--- config.mk ---
export PLATFORM = sky130hd
export DESIGN_NAME = negate_scheduler
export DESIGN_NICKNAME = d
export VERILOG_FILES = /design/src/rtl/negate_scheduler_pkg.sv /design/src/rtl/negate_scheduler_rr_arbiter.sv /design/src/rtl/sixteen_bit_negator.sv /design/src/rtl/negate_scheduler.sv
export SDC_FILE = /design/constraint.sdc
export NUM_CORES = 1
export LEC_CHECK = 0
export ABC_AREA = 1
export CAP_MARGIN = 20
export CELL_PAD_IN_SITES_DETAIL_PLACEMENT = 0
export CELL_PAD_IN_SITES_GLOBAL_PLACEMENT = 2
export CORE_ASPECT_RATIO = 0.5
export CORE_UTILIZATION = 30
export CTS_CLUSTER_SIZE = 16
export DETAILED_ROUTE_END_ITERATION = 16
export PLACE_DENSITY_LB_ADDON = 0.1
export SYNTH_ARGS = -nofsm -noshare
export SYNTH_HDL_FRONTEND = slang
export SYNTH_SLANG_ARGS = --single-unit
--- constraint.sdc ---
create_clock -name clk -period 3.9 [get_ports clk]
set_clock_uncertainty 0.1 [all_clocks]
set_input_delay 1.17 -clock clk [delete_from_list [all_inputs] [get_ports clk]]
set_output_delay 1.17 -clock clk [all_outputs]
set_load 0.01 [all_outputs]
--- src/rtl/negate_scheduler_pkg.sv ---
// Shared definitions for the negate scheduler: FSM states, mode encodings and
// the overflow rule for two's-complement negation.
package negate_scheduler_pkg;

    localparam int W_NEG = 16;

    localparam logic MODE_ONES = 1'b0;
    localparam logic MODE_TWOS = 1'b1;

    typedef enum logic [1:0] {
        ST_IDLE   = 2'd0,
        ST_INVERT = 2'd1,
        ST_INCR   = 2'd2,
        ST_DONE   = 2'd3
    } state_t;

    // Only the most negative value has no positive counterpart.
    function automatic logic is_twos_overflow(input logic i_mode, input logic [W_NEG-1:0] i_op);
        return (i_mode == MODE_TWOS) && (i_op == {1'b1, {(W_NEG-1){1'b0}}});
    endfunction

endpackage

--- src/rtl/negate_scheduler_rr_arbiter.sv ---
// Round-robin picker: grants the first asserted request at or after the pointer.
module rr_arbiter #(
    parameter int N  = 4,
    parameter int IW = $clog2(N)
) (
    input  logic [N-1:0]  i_req,
    input  logic [IW-1:0] i_ptr,
    output logic          o_valid,
    output logic [N-1:0]  o_grant,
    output logic [IW-1:0] o_index
);

    int            w_pos;
    logic [IW-1:0] w_idx;

    // Scanning from the far end lets the closest request to the pointer win last.
    always_comb begin
        o_valid = 1'b0;
        o_grant = '0;
        o_index = '0;
        w_pos   = 0;
        w_idx   = '0;
        for (int k = N - 1; k >= 0; k--) begin
            w_pos = int'(i_ptr) + k;
            if (w_pos >= N) begin
                w_pos = w_pos - N;
            end
            w_idx = w_pos[IW-1:0];
            if (i_req[w_idx]) begin
                o_valid        = 1'b1;
                o_grant        = '0;
                o_grant[w_idx] = 1'b1;
                o_index        = w_idx;
            end
        end
    end

endmodule

--- src/rtl/sixteen_bit_negator.sv ---
// Shared 16-bit bitwise negator datapath; purely combinational.
module sixteen_bit_negator (
    input  logic [15:0] i_data,
    output logic [15:0] o_data
);

    assign o_data = ~i_data;

endmodule

--- src/rtl/negate_scheduler.sv ---
// Round-robin scheduler sharing one 16-bit negator between N requesters,
// supporting one's-complement and two's-complement (invert then increment).
//
// state  | meaning
// IDLE   | arbitrate; latch grant, operand and mode of the winner
// INVERT | invert latched operand through the shared negator
// INCR   | add one to the inverted value (two's complement only)
// DONE   | ack pulses for the granted requester, advance round-robin pointer
module negate_scheduler
    import negate_scheduler_pkg::*;
#(
    parameter int N = 4,
    parameter int W = W_NEG
) (
    input  logic           clk,
    input  logic           rst_n,
    input  logic [N-1:0]   req,
    input  logic [N-1:0]   mode,
    input  logic [N*W-1:0] operand,
    output logic [N-1:0]   ack,
    output logic [W-1:0]   result,
    output logic           overflow,
    output logic           busy
);

    localparam int IW = $clog2(N);

    state_t        r_state;
    logic [IW-1:0] r_rr_ptr;
    logic [IW-1:0] r_grant_idx;
    logic [N-1:0]  r_grant_oh;
    logic [W-1:0]  r_op;
    logic          r_mode;
    logic [W-1:0]  r_acc;
    logic [N-1:0]  r_ack;
    logic [W-1:0]  r_result;
    logic          r_overflow;
    logic          r_busy;

    logic          w_arb_valid;
    logic [N-1:0]  w_arb_grant;
    logic [IW-1:0] w_arb_index;
    logic [W-1:0]  w_sel_op;
    logic [W-1:0]  w_neg;
    logic [W-1:0]  w_inc;

    rr_arbiter #(
        .N  (N),
        .IW (IW)
    ) u_arbiter (
        .i_req   (req),
        .i_ptr   (r_rr_ptr),
        .o_valid (w_arb_valid),
        .o_grant (w_arb_grant),
        .o_index (w_arb_index)
    );

    sixteen_bit_negator u_negator (
        .i_data (r_op),
        .o_data (w_neg)
    );

    assign w_sel_op = operand[w_arb_index*W +: W];
    assign w_inc    = r_acc + W'(1);

    always_ff @(posedge clk or negedge rst_n) begin
        if (!rst_n) begin
            r_state     <= ST_IDLE;
            r_rr_ptr    <= '0;
            r_grant_idx <= '0;
            r_grant_oh  <= '0;
            r_op        <= '0;
            r_mode      <= MODE_ONES;
            r_acc       <= '0;
            r_ack       <= '0;
            r_result    <= '0;
            r_overflow  <= 1'b0;
            r_busy      <= 1'b0;
        end else begin
            r_ack <= '0;
            case (r_state)
                ST_IDLE: begin
                    if (w_arb_valid) begin
                        r_grant_idx <= w_arb_index;
                        r_grant_oh  <= w_arb_grant;
                        r_op        <= w_sel_op;
                        r_mode      <= mode[w_arb_index];
                        r_state     <= ST_INVERT;
                        r_busy      <= 1'b1;
                    end
                end
                ST_INVERT: begin
                    r_acc <= w_neg;
                    if (r_mode == MODE_TWOS) begin
                        r_state <= ST_INCR;
                    end else begin
                        r_state    <= ST_DONE;
                        r_ack      <= r_grant_oh;
                        r_result   <= w_neg;
                        r_overflow <= 1'b0;
                    end
                end
                ST_INCR: begin
                    r_acc      <= w_inc;
                    r_state    <= ST_DONE;
                    r_ack      <= r_grant_oh;
                    r_result   <= w_inc;
                    r_overflow <= is_twos_overflow(r_mode, r_op);
                end
                ST_DONE: begin
                    r_rr_ptr <= (r_grant_idx == IW'(N - 1)) ? '0 : r_grant_idx + IW'(1);
                    r_state  <= ST_IDLE;
                    r_busy   <= 1'b0;
                end
                default: begin
                    r_state <= ST_IDLE;
                    r_busy  <= 1'b0;
                end
            endcase
        end
    end

    assign ack      = r_ack;
    assign result   = r_result;
    assign overflow = r_overflow;
    assign busy     = r_busy;

endmodule

==> results of run 1 <==
-- sequential cells by signal, summed over array words and instances, names as in the netlist --
register and count:
r_acc 16, r_op 16, result 16, ack 4, r_grant_oh 4, r_grant_idx 2, r_rr_ptr 2, r_state 2
busy 1, overflow 1, r_mode 1
-- stage by stage --
step	util [%]	cells	hold WS (ns)	power, mW
3_5_place_dp	39.9	815	0.358	4.11
5_1_grt	42.1	831	0.389	5.38
3_3_place_gp	39.9	815	0.358	4.09
6_report	42.1	831	0.368	4.85
4_1_cts	42.1	831	0.372	4.93
2_1_floorplan	-	566	0.360	3.32
-- cells by family (layout without fill, tap and decap cells) --
logic type,count (synthesis),in the layout
simple gates,305,305
xor+xnor,1,1
fa+ha+maj,15,15
compound gates,74,74
flops,65,65
buf+inv,106,201
-- per-layer routing --
| layer | routed length (um) | part of all wire (%) | global-route usage, % |
|---|---|---|---|
| met1 | 5900 | 51 | 23.5 |
| met2 | 5250 | 45 | 28.3 |
| met3 | 402 | 3.5 | 3.82 |
| met4 | 97 | 0.83 | 4.25 |
| met5 | 0 | 0 | 0 |
-- worst paths after layout --
| check | depth (start not counted) | endpoint | slack [ns] |
|---|---|---|---|
| setup / recovery | 13 | r_op[2] | 0.83 |
| hold / removal | 2 | result[0] | 0.37 |
| setup reg to reg | 13 | r_op[2] | 1.00 |
| hold reg to reg | 2 | result[0] | 0.37 |
| max in group asynchronous | 2 | result[12] | 2.27 |
| min in group asynchronous | 1 | r_grant_oh[0] | 0.76 |
-- tightest hold or removal path, stage by stage (launching register included) --
cell,delay [ns]
dfrtp_1,0.34
nand2_1,0.05
nand2_1,0.05
-- power breakdown --
group / internal, mW / switching [mW] / total (mW)
clock network: 0.491 / 0.308 / 0.800
logic: 1.02 / 1.69 / 2.71
registers: 1.04 / 0.296 / 1.34
-- synthesized netlist by cell type (all sizes together) --
cell	n	area share [%]
nand2	183	18
inv	85	7.9
dfrtp	65	39
nand3	62	8.0
o21ai	39	4.8
nor2	30	2.9
ha	15	4.6
or2	15	2.3
buf	14	2.6
o211ai	14	2.5
a31oi	7	1.5
clkbuf	7	0.64
nand4	5	0.76
o22ai	5	0.76
a22oi	4	0.73
nor3	4	0.61
a21oi	3	0.36
nand3b	3	0.55
nor4	3	0.46
o21a	2	0.36
xnor2	1	0.21
-- final cells by class --
class                   instances  area [um^2]
inverters                      85          324
flip-flops and latches         65         1630
repair buffers                100          996
multi-input cells             395         2040
clock buffers                  10          229
fillers                      1354         7540
clock inverters                 6         58.8
well taps                     170          213
==> impl_table.tex, run 1 <==
\begin{tabular}{lr}
\hline
Metric & Value \\
\hline
\multicolumn{2}{l}{\textbf{Final layout}} \\
\quad Layout cell share with drive strength beyond 1 & 8.17\% \\
\quad Final non-filler cell area & 5490 um\^{}2 \\
\quad Leading cell type in the layout, fill and taps excluded & nand2\_1 \\
\quad Diode insertion count for antenna repair & 0 \\
\quad Commonest cells after routing, fill and taps aside & nand2\_1 (170), clkdlybuf4s50\_1 (94), inv\_1 (80) \\
\quad Area Growth Syn to Fin & 33.1\% \\
\quad Number of nets in the layout & 745 \\
\multicolumn{2}{l}{\textbf{Synth}} \\
\quad Post-synthesis instance area & 4120 um\^{}2 \\
\quad Register area share after synthesis & 39.4\% \\
\quad YS warnings & 0 \\
\quad Share of the synthesized netlist area taken by xor and xnor gates & 0.212\% \\
\quad Synthesized net count & 655 \\
\quad Multiplexer area fraction after synthesis & 0\% \\
\quad Register bit total from synthesis & 65 \\
\quad Post-synthesis share of cell area spent on and, or, nand and nor gates & 33.6\% \\
\quad Dominant combinational cell family by area after synthesis & simple AND/OR/NAND/NOR gates \\
\quad Distinct cells, synth & 36 \\
\quad Share of the synthesized area in compound gates (AO/OA/AOI/OAI) & 11.1\% \\
\quad Average size of a mapped cell & 7.29 um\^{}2 \\
\quad Adder-cell area share of the yosys netlist & 4.55\% \\
\quad Count of mapped cells out of synthesis & 566 \\
\multicolumn{2}{l}{\textbf{Worst setup path}} \\
\quad Critical path type & input pin to flop \\
\quad Cell breakdown of the critical path & clkdlybuf4s50\_1 -> inv\_1 -> nand2\_1 -> nand3\_2 -> nand2\_2 -> inv\_2 -> nand2\_4 -> nand2\_2 -> nand2\_4 -> nand2\_4 -> or2\_2 -> nand3\_1 -> nand3\_1 \\
\quad Highest-delay cell along the critical path & clkdlybuf4s50\_1 \\
\quad Worst r2r src & r\_rr\_ptr[0] \\
\quad Top Family by Delay on Critical Path & simple AND/OR/NAND/NOR gates \\
\quad WP buf/inv & 3 \\
\quad Beginning of the critical path & req[2] \\
\quad Worst-path fanout max & 62 \\
\quad Capturing element type of the critical path & flop \\
\quad CP Data Arrival Time & 3.17 ns \\
\quad Critical path launch point type & input pin \\
\quad Required time at the endpoint of the critical path & 4.01 ns \\
\quad Max stage delay on crit path & 0.45 ns \\
\quad Cell mode on critical path & nand2\_4 \\
\multicolumn{2}{l}{\textbf{Min path}} \\
\quad Origin of the worst min-delay path & result[0] \\
\quad Worst min-delay path class & flop to flop \\
\multicolumn{2}{l}{\textbf{Clocking}} \\
\quad TritonCTS Buffers & 9 \\
\quad Hold buffer count at CTS & 0 \\
\quad Clock root buffer master & clkbuf\_16 \\
\quad Maximum count of clock buffers along a single path & 2 \\
\quad Clock tree from TritonCTS & yes \\
\quad Number of gates resized after CTS & 0 \\
\quad Register clock-pin slew on the reported worst setup and hold paths & 0.06 ns \\
\quad Latest clock arrival within the worst-skew pair & 0.33 ns \\
\quad Number of clock sinks seen by CTS & 65 \\
\quad Buffers inserted by post-CTS timing repair & 0 \\
\quad Number of H-tree levels & 3 \\
\multicolumn{2}{l}{\textbf{Timing}} \\
\quad Final setup vio count & 0 \\
\quad Final count of hold timing violations & 0 \\
\quad Worst Slack Setup Final & 0.835 ns \\
\quad Transition time at the pin with the least slew margin & 0.703 ns \\
\quad Relative slew slack & 53.1\% \\
\quad Final max-slew violation count & 0 \\
\quad RSZ-0062 raised after global routing & no \\
\quad Share of the cycle needed by the critical path after routing & 78.6\% \\
\quad Final-layout setup total negative slack & 0 ns \\
\quad Min Clock Period, post-route & 3.07 ns \\
\quad Fmax & 326 MHz \\
\multicolumn{2}{l}{\textbf{Drt}} \\
\quad Remaining antenna violation count & 0 \\
\quad Total via count after detailed routing & 3824 \\
\quad Detailed Routing Iterations Pass 1 & 4 \\
\quad Average vias per placed instance & 4.60 \\
\quad \# DRC & 0 \\
\quad 1st-iter DRT viols & 202 \\
\quad Total detailed-routing wirelength & 11700 um \\
\quad Mean routed wirelength per cell & 14.0 um \\
\multicolumn{2}{l}{\textbf{Power and ir drop}} \\
\quad Leakage Power & 2.65 nW \\
\quad Worst VDD drop & 0.456 mV \\
\quad PwrDens & 884 nW/um\^{}2 \\
\multicolumn{2}{l}{\textbf{Global routing}} \\
\quad Number of antenna violations at the first check in global routing & 0 \\
\quad Aggregate global routing overflow & 0 \\
\quad Gr usage total & 17.4\% \\
\quad Vias in the first global route & 3766 \\
\quad Global-route wire length before repair & 19100 um \\
\quad Pin count of the biggest net entering global routing & 63 \\
\multicolumn{2}{l}{\textbf{Placement}} \\
\quad HPWL after detailed placement & 8820 um \\
\quad Area post-placement & 5200 um\^{}2 \\
\quad Total of buffers placed on input and output ports & 95 \\
\quad Worst Setup Slack post-DPL & 0.487 ns \\
\quad Placer congestion estimate & 0.773 \\
\multicolumn{2}{l}{\textbf{Run}} \\
\quad Max-cap check violation count & 0 \\
\multicolumn{2}{l}{\textbf{Floorplan}} \\
\quad I/O pin count & 96 \\
\quad Die boundary height & 84.9 um \\
\quad Site row count & 29 \\
\quad Effective utilization at floorplan & 31.7\% \\
\quad Die Area & 14200 um\^{}2 \\
\quad Width of the chip & 168 um \\
\quad Core area & 13000 um\^{}2 \\
\multicolumn{2}{l}{\textbf{Run status}} \\
\quad Status & finished clean \\
\hline
\end{tabular}
(Power assumes the default switching activity.)
==> run 2: changes to the inputs <==
--- a/config.mk
+++ b/config.mk
@@ -10,7 +10,7 @@
 export CELL_PAD_IN_SITES_DETAIL_PLACEMENT = 0
 export CELL_PAD_IN_SITES_GLOBAL_PLACEMENT = 2
 export CORE_ASPECT_RATIO = 0.5
-export CORE_UTILIZATION = 30
+export CORE_UTILIZATION = 28
 export CTS_CLUSTER_SIZE = 16
 export DETAILED_ROUTE_END_ITERATION = 16
 export PLACE_DENSITY_LB_ADDON = 0.1
==> constraint.sdc (replaced) <==
create_clock -name clk -period 3.15 [get_ports clk]
set_clock_uncertainty 0.1 [all_clocks]
set_input_delay 0.945 -clock clk [delete_from_list [all_inputs] [get_ports clk]]
set_output_delay 0.945 -clock clk [all_outputs]
set_load 0.01 [all_outputs]
==> impl_table.tex, run 2 (synthesis gave the netlist of run 1 again) <==
\begin{tabular}{lr}
\hline
Metric & Value \\
\hline
\multicolumn{2}{l}{\textbf{Placement}} \\
\quad Total of buffers placed on input and output ports & 95 \\
\quad Worst Setup Slack post-DPL & 0.141 ns \\
\quad HPWL after detailed placement & 8790 um \\
\quad Placer congestion estimate & 0.789 \\
\multicolumn{2}{l}{\textbf{Timing}} \\
\quad RSZ-0062 raised after global routing & no \\
\quad Transition time at the pin with the least slew margin & 0.712 ns \\
\quad Final count of hold timing violations & 0 \\
\quad Fmax & 369 MHz \\
\quad Worst Slack Setup Final & 0.437 ns \\
\quad Share of the cycle needed by the critical path after routing & 86.1\% \\
\quad Relative slew slack & 52.5\% \\
\quad Final-layout setup total negative slack & 0 ns \\
\quad Final setup vio count & 0 \\
\quad Min Clock Period, post-route & 2.71 ns \\
\quad Final max-slew violation count & 0 \\
\multicolumn{2}{l}{\textbf{Final layout}} \\
\quad Leading cell type in the layout, fill and taps excluded & nand2\_1 \\
\quad Number of nets in the layout & 751 \\
\quad Area Growth Syn to Fin & 36.0\% \\
\quad Commonest cells after routing, fill and taps aside & nand2\_1 (170), clkdlybuf4s50\_1 (94), inv\_1 (80) \\
\quad Layout cell share with drive strength beyond 1 & 8.86\% \\
\quad Diode insertion count for antenna repair & 0 \\
\multicolumn{2}{l}{\textbf{Global routing}} \\
\quad Number of antenna violations at the first check in global routing & 0 \\
\quad Aggregate global routing overflow & 0 \\
\quad Global-route wire length before repair & 19300 um \\
\quad Pin count of the biggest net entering global routing & 66 \\
\quad Vias in the first global route & 3780 \\
\quad Gr usage total & 16.3\% \\
\multicolumn{2}{l}{\textbf{Power and ir drop}} \\
\quad Cell internal pwr & 3.35 mW \\
\quad Final Total Pwr & 6.22 mW \\
\quad Switching share of power & 46.1\% \\
\quad Net switching power & 2.87 mW \\
\quad Leakage Power & 2.69 nW \\
\quad Reg power frac & 26.3\% \\
\quad Clock share of power & 16.1\% \\
\quad Relative contribution of combinational cells to total power & 57.6\% \\
\quad PwrDens & 1110 nW/um\^{}2 \\
\quad Worst VDD drop & 0.433 mV \\
\multicolumn{2}{l}{\textbf{Clocking}} \\
\quad TritonCTS Buffers & 9 \\
\quad Number of H-tree levels & 3 \\
\quad Register clock-pin slew on the reported worst setup and hold paths & 0.05 ns \\
\quad Clock tree from TritonCTS & yes \\
\quad Number of clock sinks seen by CTS & 65 \\
\quad Maximum count of clock buffers along a single path & 2 \\
\quad Hold buffer count at CTS & 0 \\
\quad Number of gates resized after CTS & 0 \\
\quad Buffers inserted by post-CTS timing repair & 0 \\
\quad Latest clock arrival within the worst-skew pair & 0.32 ns \\
\quad Clock root buffer master & clkbuf\_16 \\
\multicolumn{2}{l}{\textbf{Drt}} \\
\quad 1st-iter DRT viols & 191 \\
\quad Detailed Routing Iterations Pass 1 & 4 \\
\quad Remaining antenna violation count & 0 \\
\quad Mean routed wirelength per cell & 13.6 um \\
\quad Total detailed-routing wirelength & 11700 um \\
\quad Total via count after detailed routing & 3862 \\
\quad Average vias per placed instance & 4.50 \\
\quad \# DRC & 0 \\
\multicolumn{2}{l}{\textbf{Worst setup path}} \\
\quad Critical path type & flop to flop \\
\quad CP Data Arrival Time & 2.81 ns \\
\quad Critical path launch point type & flop \\
\quad Worst-path fanout max & 42 \\
\quad Required time at the endpoint of the critical path & 3.25 ns \\
\quad Capturing element type of the critical path & flop \\
\multicolumn{2}{l}{\textbf{Run status}} \\
\quad Status & finished clean \\
\multicolumn{2}{l}{\textbf{Floorplan}} \\
\quad Core area & 14000 um\^{}2 \\
\quad Die Area & 15200 um\^{}2 \\
\quad Effective utilization at floorplan & 29.5\% \\
\quad I/O pin count & 96 \\
\quad Die boundary height & 87.8 um \\
\quad Site row count & 30 \\
\quad Width of the chip & 174 um \\
\multicolumn{2}{l}{\textbf{Run}} \\
\quad Max-cap check violation count & 0 \\
\multicolumn{2}{l}{\textbf{Min path}} \\
\quad Worst min-delay path class & flop to flop \\
\hline
\end{tabular}
[run 2: power groups by stage]
stage	combinational, mW	clock, mW	sequential (mW)
CTS	3.65	1.03	1.64
detailed placement	3.65	0	1.64
floorplan	2.51	0	1.60
finish	3.58	1.00	1.63
global route	4.13	1.07	1.69
global placement	3.61	0	1.64
[run 2: worst paths after layout]
| kind | start | endpoint | slack, ns | cells past startpoint |
|---|---|---|---|---|
| max | r_rr_ptr[1] | r_op[14] | 0.44 | 14 |
| min | result[1] | result[1] | 0.37 | 2 |
| max reg2reg | r_rr_ptr[1] | r_op[14] | 0.44 | 14 |
| min reg2reg | result[1] | result[1] | 0.37 | 2 |
| max in group asynchronous | rst_n | result[13] | 2.12 | 2 |
| min in group asynchronous | rst_n | r_grant_oh[0] | 0.53 | 2 |
[run 2: layout make-up]
type	count	area (um^2)
Tap cell	192	240
Timing Repair Buffer	106	1080
Fill cell	1549	8360
Inverter	85	324
Multi-Input combinational cell	395	2040
Clock inverter	3	40.0
Clock buffer	12	256
Sequential cell	65	1630
[run 2: routing by layer]
metal / share of wire [%] / global-route usage [%] / vias to the layer above
li1: - / - / 1999
met1: 51 / 21.9 / 1795
met2: 45 / 27.2 / 66
met3: 3.3 / 3.82 / 2
met4: 0.38 / 3.35 / 0
met5: 0 / 0 / -
[run 2: critical path: stages (launching register included)]
cell and delay [ns]:
dfrtp_1 0.53, inv_1 0.23, ha_1 0.42, inv_1 0.07
nand3_2 0.09, nand2_2 0.07, inv_2 0.12, nand2_4 0.08
nand2_2 0.08, nand2_4 0.09, nand2_4 0.18, buf_12 0.22
nand2_1 0.07, o211ai_1 0.12, nand3_1 0.10
[run 2: per-stage QoR]
step | instance area, um^2 | std cells | util (%) | hold slack [ns]
after floorplan | 4120 | 566 | - | 0.360
after global placement | 5310 | 843 | 38.0 | 0.355
after detailed placement | 5310 | 843 | 38.0 | 0.358
after CTS | 5610 | 858 | 40.2 | 0.372
after global routing | 5610 | 858 | 40.2 | 0.395
final | 5610 | 858 | 40.2 | 0.365
==> run 3: changes to the inputs <==
--- a/config.mk
+++ b/config.mk
@@ -14,6 +14,7 @@
 export CTS_CLUSTER_SIZE = 16
 export DETAILED_ROUTE_END_ITERATION = 16
 export PLACE_DENSITY_LB_ADDON = 0.1
+export SLEW_MARGIN = 25
 export SYNTH_ARGS = -nofsm -noshare
 export SYNTH_HDL_FRONTEND = slang
 export SYNTH_SLANG_ARGS = --single-unit
==> results of run 3 <==
No change in the layout: final DEF, timing and power equal those of run 2.
